### config.mk
export PLATFORM = sky130hd
export DESIGN_NAME = regfile_mp_flat
export DESIGN_NICKNAME = d
export VERILOG_FILES = /design/src/rtl/regfile_pkg.sv /design/src/rtl/regfile_mp_if.sv /design/src/rtl/regfile_rd_port.sv /design/src/rtl/regfile_mp.sv /design/src/flat_wrapper.sv
export SDC_FILE = /design/constraint.sdc
export NUM_CORES = 2
export LEC_CHECK = 0
export CAP_MARGIN = 20
export CORE_UTILIZATION = 34
export DETAILED_ROUTE_END_ITERATION = 8
export GPL_TIMING_DRIVEN = 1
export PLACE_DENSITY = 0.48
export SYNTH_ARGS = -nofsm -noshare
export SYNTH_HDL_FRONTEND = slang
export SYNTH_HIERARCHICAL = 1
export SYNTH_SLANG_ARGS = --single-unit
### constraint.sdc
create_clock -name clk -period 4.6 [get_ports clk]
set_input_delay 0.92 -clock clk [delete_from_list [all_inputs] [get_ports clk]]
set_output_delay 0.92 -clock clk [all_outputs]
set_load 0.01 [all_outputs]
### src/rtl/regfile_pkg.sv
// Shared constants and the byte-lane merge helper for the multi-port register file.
package regfile_pkg;

    localparam int DATA_W_DEF   = 32;
    localparam int NUM_REGS_DEF = 32;

    // lane_merge works on a fixed maximum width; callers zero-extend and truncate.
    localparam int LANE_MAX_W  = 256;
    localparam int LANE_MAX_BE = LANE_MAX_W / 8;

    // Byte-masked merge: lanes with be[k]=1 take new_word, others keep old_word.
    function automatic logic [LANE_MAX_W-1:0] lane_merge(
        input logic [LANE_MAX_W-1:0]  old_word,
        input logic [LANE_MAX_W-1:0]  new_word,
        input logic [LANE_MAX_BE-1:0] be
    );
        logic [LANE_MAX_W-1:0] merged;
        merged = old_word;
        for (int unsigned k = 0; k < LANE_MAX_BE; k++) begin
            if (be[k]) begin
                merged[8*k +: 8] = new_word[8*k +: 8];
            end
        end
        return merged;
    endfunction

endpackage

### src/rtl/regfile_mp_if.sv
// Write port and read ports of the register file, bundled for decode/writeback.
interface regfile_mp_if
    import regfile_pkg::*;
#(
    parameter int DATA_W   = DATA_W_DEF,
    parameter int NUM_REGS = NUM_REGS_DEF,
    parameter int NUM_RD   = 2
);
    localparam int AW = $clog2(NUM_REGS);

    logic                     we;
    logic [AW-1:0]            waddr;
    logic [DATA_W-1:0]        wdata;
    logic [DATA_W/8-1:0]      wbe;
    logic [NUM_RD-1:0]        re;
    logic [NUM_RD*AW-1:0]     raddr;
    logic [NUM_RD*DATA_W-1:0] rdata;
    logic [NUM_RD-1:0]        rvalid;

    modport master (
        output we, waddr, wdata, wbe, re, raddr,
        input  rdata, rvalid
    );

    modport slave (
        input  we, waddr, wdata, wbe, re, raddr,
        output rdata, rvalid
    );

endinterface

### src/rtl/regfile_rd_port.sv
// One registered read port: index check, optional write bypass, rdata/rvalid flops.
module regfile_rd_port
    import regfile_pkg::*;
#(
    parameter int DATA_W   = DATA_W_DEF,
    parameter int NUM_REGS = NUM_REGS_DEF,
    parameter int ZERO_REG = 1,
    parameter int BYPASS   = 1,
    localparam int AW      = $clog2(NUM_REGS)
) (
    input  logic                clk,
    input  logic                rst,
    input  logic                re,
    input  logic [AW-1:0]       raddr,
    input  logic [DATA_W-1:0]   regs [NUM_REGS],
    input  logic                wr_ok,
    input  logic [AW-1:0]       waddr,
    input  logic [DATA_W-1:0]   wdata,
    input  logic [DATA_W/8-1:0] wbe,
    output logic [DATA_W-1:0]   rdata,
    output logic                rvalid
);

    logic              addr_ok;
    logic              hit;
    logic [DATA_W-1:0] stored;
    logic [DATA_W-1:0] merged;
    logic [DATA_W-1:0] rd_val;
    logic [DATA_W-1:0] rdata_d, rdata_q;
    logic              rvalid_d, rvalid_q;

    // Select the register value, masking out-of-range and zero-register reads,
    // and forward the same-cycle write when bypass is enabled. wr_ok already
    // excludes suppressed writes, so a hit always targets a readable index.
    always_comb begin
        addr_ok = (32'(raddr) < NUM_REGS) && !((ZERO_REG != 0) && (raddr == '0));
        stored  = '0;
        if (addr_ok) begin
            stored = regs[raddr];
        end
        merged = DATA_W'(lane_merge(LANE_MAX_W'(stored), LANE_MAX_W'(wdata), LANE_MAX_BE'(wbe)));
        hit    = (BYPASS != 0) && wr_ok && (waddr == raddr);
        rd_val = hit ? merged : stored;
    end

    // Load on re, otherwise hold the last data; rvalid mirrors re of the last edge.
    always_comb begin
        rdata_d  = rdata_q;
        rvalid_d = re;
        if (re) begin
            rdata_d = rd_val;
        end
    end

    // Output registers with synchronous clear.
    always_ff @(posedge clk) begin
        if (rst) begin
            rdata_q  <= '0;
            rvalid_q <= 1'b0;
        end else begin
            rdata_q  <= rdata_d;
            rvalid_q <= rvalid_d;
        end
    end

    // Drive ports straight from the flops.
    always_comb begin
        rdata  = rdata_q;
        rvalid = rvalid_q;
    end

endmodule

### src/rtl/regfile_mp.sv
// Multi-read-port register file: storage array, byte-enabled write decode,
// and NUM_RD independent registered read ports.
module regfile_mp
    import regfile_pkg::*;
#(
    parameter int DATA_W   = DATA_W_DEF,
    parameter int NUM_REGS = NUM_REGS_DEF,
    parameter int NUM_RD   = 2,
    parameter int ZERO_REG = 1,
    parameter int BYPASS   = 1
) (
    input  logic         clk,
    input  logic         rst,
    regfile_mp_if.slave  bus
);

    localparam int AW = $clog2(NUM_REGS);

    logic [DATA_W-1:0]        regs_q [NUM_REGS];
    logic [DATA_W-1:0]        regs_d [NUM_REGS];
    logic                     wr_ok;
    logic [NUM_RD*DATA_W-1:0] rdata_all;
    logic [NUM_RD-1:0]        rvalid_all;

    // Write qualification: drop out-of-range indices and the hardwired zero register.
    always_comb begin
        wr_ok = bus.we && (32'(bus.waddr) < NUM_REGS)
                && !((ZERO_REG != 0) && (bus.waddr == '0));
    end

    // Next register contents: merge enabled byte lanes into the addressed word.
    always_comb begin
        regs_d = regs_q;
        if (wr_ok) begin
            regs_d[bus.waddr] = DATA_W'(lane_merge(LANE_MAX_W'(regs_q[bus.waddr]),
                                                   LANE_MAX_W'(bus.wdata),
                                                   LANE_MAX_BE'(bus.wbe)));
        end
    end

    // Register array with synchronous clear; reset takes priority over writes.
    always_ff @(posedge clk) begin
        if (rst) begin
            regs_q <= '{default: '0};
        end else begin
            regs_q <= regs_d;
        end
    end

    for (genvar i = 0; i < NUM_RD; i++) begin : g_rd
        regfile_rd_port #(
            .DATA_W   (DATA_W),
            .NUM_REGS (NUM_REGS),
            .ZERO_REG (ZERO_REG),
            .BYPASS   (BYPASS)
        ) u_rd_port (
            .clk    (clk),
            .rst    (rst),
            .re     (bus.re[i]),
            .raddr  (bus.raddr[i*AW +: AW]),
            .regs   (regs_q),
            .wr_ok  (wr_ok),
            .waddr  (bus.waddr),
            .wdata  (bus.wdata),
            .wbe    (bus.wbe),
            .rdata  (rdata_all[i*DATA_W +: DATA_W]),
            .rvalid (rvalid_all[i])
        );
    end

    // Present the per-port flops on the bus.
    always_comb begin
        bus.rdata  = rdata_all;
        bus.rvalid = rvalid_all;
    end

endmodule

### src/flat_wrapper.sv
// flat-port wrapper written by rule: the top's interface ports become plain ports
module regfile_mp_flat import regfile_pkg::*;
#(
    parameter int DATA_W   = DATA_W_DEF,
    parameter int NUM_REGS = NUM_REGS_DEF,
    parameter int NUM_RD   = 2,
    parameter int ZERO_REG = 1,
    parameter int BYPASS   = 1
)
  (clk, rst, bus_we, bus_waddr, bus_wdata, bus_wbe, bus_re, bus_raddr, bus_rdata, bus_rvalid);
  regfile_mp_if #(.DATA_W(DATA_W), .NUM_REGS(NUM_REGS), .NUM_RD(NUM_RD)) bus_i ();
  input  logic clk;
  input  logic rst;
  input wire logic [$bits(bus_i.we)-1:0] bus_we;
  input wire logic [$bits(bus_i.waddr)-1:0] bus_waddr;
  input wire logic [$bits(bus_i.wdata)-1:0] bus_wdata;
  input wire logic [$bits(bus_i.wbe)-1:0] bus_wbe;
  input wire logic [$bits(bus_i.re)-1:0] bus_re;
  input wire logic [$bits(bus_i.raddr)-1:0] bus_raddr;
  output wire logic [$bits(bus_i.rdata)-1:0] bus_rdata;
  output wire logic [$bits(bus_i.rvalid)-1:0] bus_rvalid;
  assign bus_i.we = bus_we;
  assign bus_i.waddr = bus_waddr;
  assign bus_i.wdata = bus_wdata;
  assign bus_i.wbe = bus_wbe;
  assign bus_i.re = bus_re;
  assign bus_i.raddr = bus_raddr;
  assign bus_rdata = bus_i.rdata;
  assign bus_rvalid = bus_i.rvalid;
  regfile_mp #(.DATA_W(DATA_W), .NUM_REGS(NUM_REGS), .NUM_RD(NUM_RD), .ZERO_REG(ZERO_REG), .BYPASS(BYPASS)) u_core (.clk(clk), .rst(rst), .bus(bus_i));
endmodule
==> reports/metrics.yaml <==
status: "finished, final reports clean"
fmax_mhz: 298
finalNonFillerCells: 8613
grt_setup_unrepaired: "no"
numCtsBuffers: 132
layout_common_cells: "dfxtp_1, nand3_1, o21ai_1"
final_common_cell: "dfxtp_1"
synth_edf_count: 0
syn_inst: 6204
worst_pin_slew_ns: 1.06
cellLeakagePower_nw: 24.3
root_buffer: "clkbuf_16"
core_area_um2: 183000
firstDrtPassIters: 6
path_max_fanout: 51
relSlewSlack: 0.291
fin_ws_ns: 1.24
grt_pass1_wl_um: 401000
async_reset_ff_frac: 0
required_ns: 5.21
hold_violations: 0
fin_worst_skew_ns: 0.0285
place_area_um2: 67000
path_clk_slew_ns: 0.06
synth_cell_type_count: 85
worstPathArrival_ns: 3.97
cts_resized: 0
seq_area_frac_synth: 0.348
avgRoutedWirePerCell_um: 33.1
layout.nets: 6110
maxCapViolCount: 0
syn2layout_area_growth_pct: 13.7
dieArea_um2: 186000
htree_levels: 4
avgSynthCellArea_um2: 10.1
cp-start-kind: "input port"
regArea_um2: 21800
vdd_drop_max_mv: 0.355
drive_gt1_frac: 0.239
grt_antenna_before_repair: 10
start_util: 0.342
syn_area_um2: 62700
wl_um: 285000
insertion_delay_ns: 0.78
synth_area_leaders: "dfxtp_1, mux4_2, nand3_1"
ys_ff_latch: 1090
dp_hpwl_um: 182000
ant_nets: 0
p_per_area_nw_per_um2: 321
fin_tns_setup_ns: 0
tritoncts: "done"
die-height_um: 431
multi_input_area_um2: 37200
yosysTopAreaCell: "dfxtp_1"
min_path_type: "register to register"
cts_hold_buf: 0
drv_slew: 0
route.detailed.drc: 0
grt-ovfl-total: 0
reg2reg_from: "u_core/regs_q[14]$_SDFFE_PP0P_"
gp_congestion: 0.889
grt_max_degree: 103
grt.total_usage: 0.299
critPathLaunch: "bus_waddr[1]"
yosysTopAreaCellShare: 0.348
setup_viol_count_final: 0
ys.flop_type: "dfxtp_1"
design_area_um2: 71300
clockBufferDepth: 3
io_pins: 122
grt_pass1_vias: 51948
path_class: "input port to register"
fp.dieW_um: 431
drt_iter0_markers: 6974
yosys_warnings: 6
fill_cells: 18011
synth_nets: 6260
dp.cells: 8384
fin_crit_sh: 0.729
io_buffers: 121
clock_sinks: 1090
fin_crit_ns: 3.36
hp-start: "u_core/regs_q[827]$_SDFFE_PP0P_"
vias_per_cell: 6.44
worstSetupEndpointType: "register"
dp_slack_ns: 0.538
rows: 157
cts_setup_buffers: 0
num_vias: 55445
metrics by stage:
step / util / power [mW] / hold WS, ns
after global placement: 0.366 / 12.4 / 0.463
after CTS: 0.389 / 22.9 / 0.483
after detailed placement: 0.366 / 12.5 / 0.475
after global routing: 0.389 / 23.5 / 0.505
final: 0.389 / 22.9 / 0.484
after floorplan: - / 11.3 / 0.452
synth_stat cells, types with 57 or more instances:
| cell | n |
|---|---|
| dfxtp_1 | 1090 |
| nand3_1 | 991 |
| o21ai_1 | 588 |
| mux4_2 | 565 |
| o21ai_0 | 442 |
| clkbuf_1 | 370 |
| mux2i_1 | 240 |
| mux2_2 | 239 |
| buf_2 | 194 |
| nor2b_1 | 152 |
| nand2_1 | 121 |
| o22ai_1 | 110 |
| a211oi_1 | 97 |
| a21oi_1 | 86 |
| a31oi_1 | 82 |
| nor3_1 | 76 |
| nor2_1 | 60 |
| a22oi_1 | 59 |
| buf_4 | 57 |
final timing paths:
path	cells after the start	endpoint	slack (ns)
worst max register to register	6	u_core/regs_q[750]$_SDFFE_PP0P_	2.01
worst max-delay path	9	u_core/regs_q[446]$_SDFFE_PP0P_	1.24
worst min register to register	2	u_core/regs_q[827]$_SDFFE_PP0P_	0.48
worst min-delay path	2	u_core/regs_q[827]$_SDFFE_PP0P_	0.48
power by group:
part | switching [mW] | internal [mW] | leakage, nW | total (mW)
sequential | 0.118 | 9.53 | 8.79 | 9.65
clock | 4.38 | 6.20 | 2.11 | 10.6
combinational | 1.79 | 0.870 | 13.4 | 2.66
total | 6.29 | 16.6 | 24.3 | 22.9
routing by layer:
metal	vias up	global-route usage	part of all wire
met2	3064	0.459	0.44
met4	4	0.139	0.051
met3	620	0.0535	0.088
met5	-	0	0.000095
li1	23780	-	-
met1	27977	0.406	0.42
logic make-up after synthesis:
group           count (synthesis)  share of synthesized area
xor+xnor                       10                    0.00140
simple gates                 1536                      0.127
compound gates               1731                      0.166
buf+inv                       774                     0.0661
mux                          1063                      0.292
flops                        1090                      0.348
state kept, by name (all words and copies together) (netlist names):
register,flops
u_core/g_rd.u_rd_port/rdata,64
u_core/g_rd.u_rd_port/rvalid,2
u_core/regs_q,1024
critical path, cell delays in order:
cell       delay (ns)
buf_8            0.39
buf_12           0.29
buf_4            0.34
mux2_2           0.44
a21oi_1          0.54
o2111ai_1        0.35
o21ai_1          0.20
buf_4            0.28
o21ai_0          0.12
cell type report:
type / instances / area share
Antenna cell: 3 / 0.000105
Multi-Input combinational cell: 4340 / 0.522
Tap cell: 2464 / 0.0433
Timing Repair Buffer: 465 / 0.0667
Clock buffer: 192 / 0.0553
Sequential cell: 1090 / 0.306
Inverter: 25 / 0.00142
Clock inverter: 34 / 0.00462
Note: power is estimated with default switching activity, not from simulation.
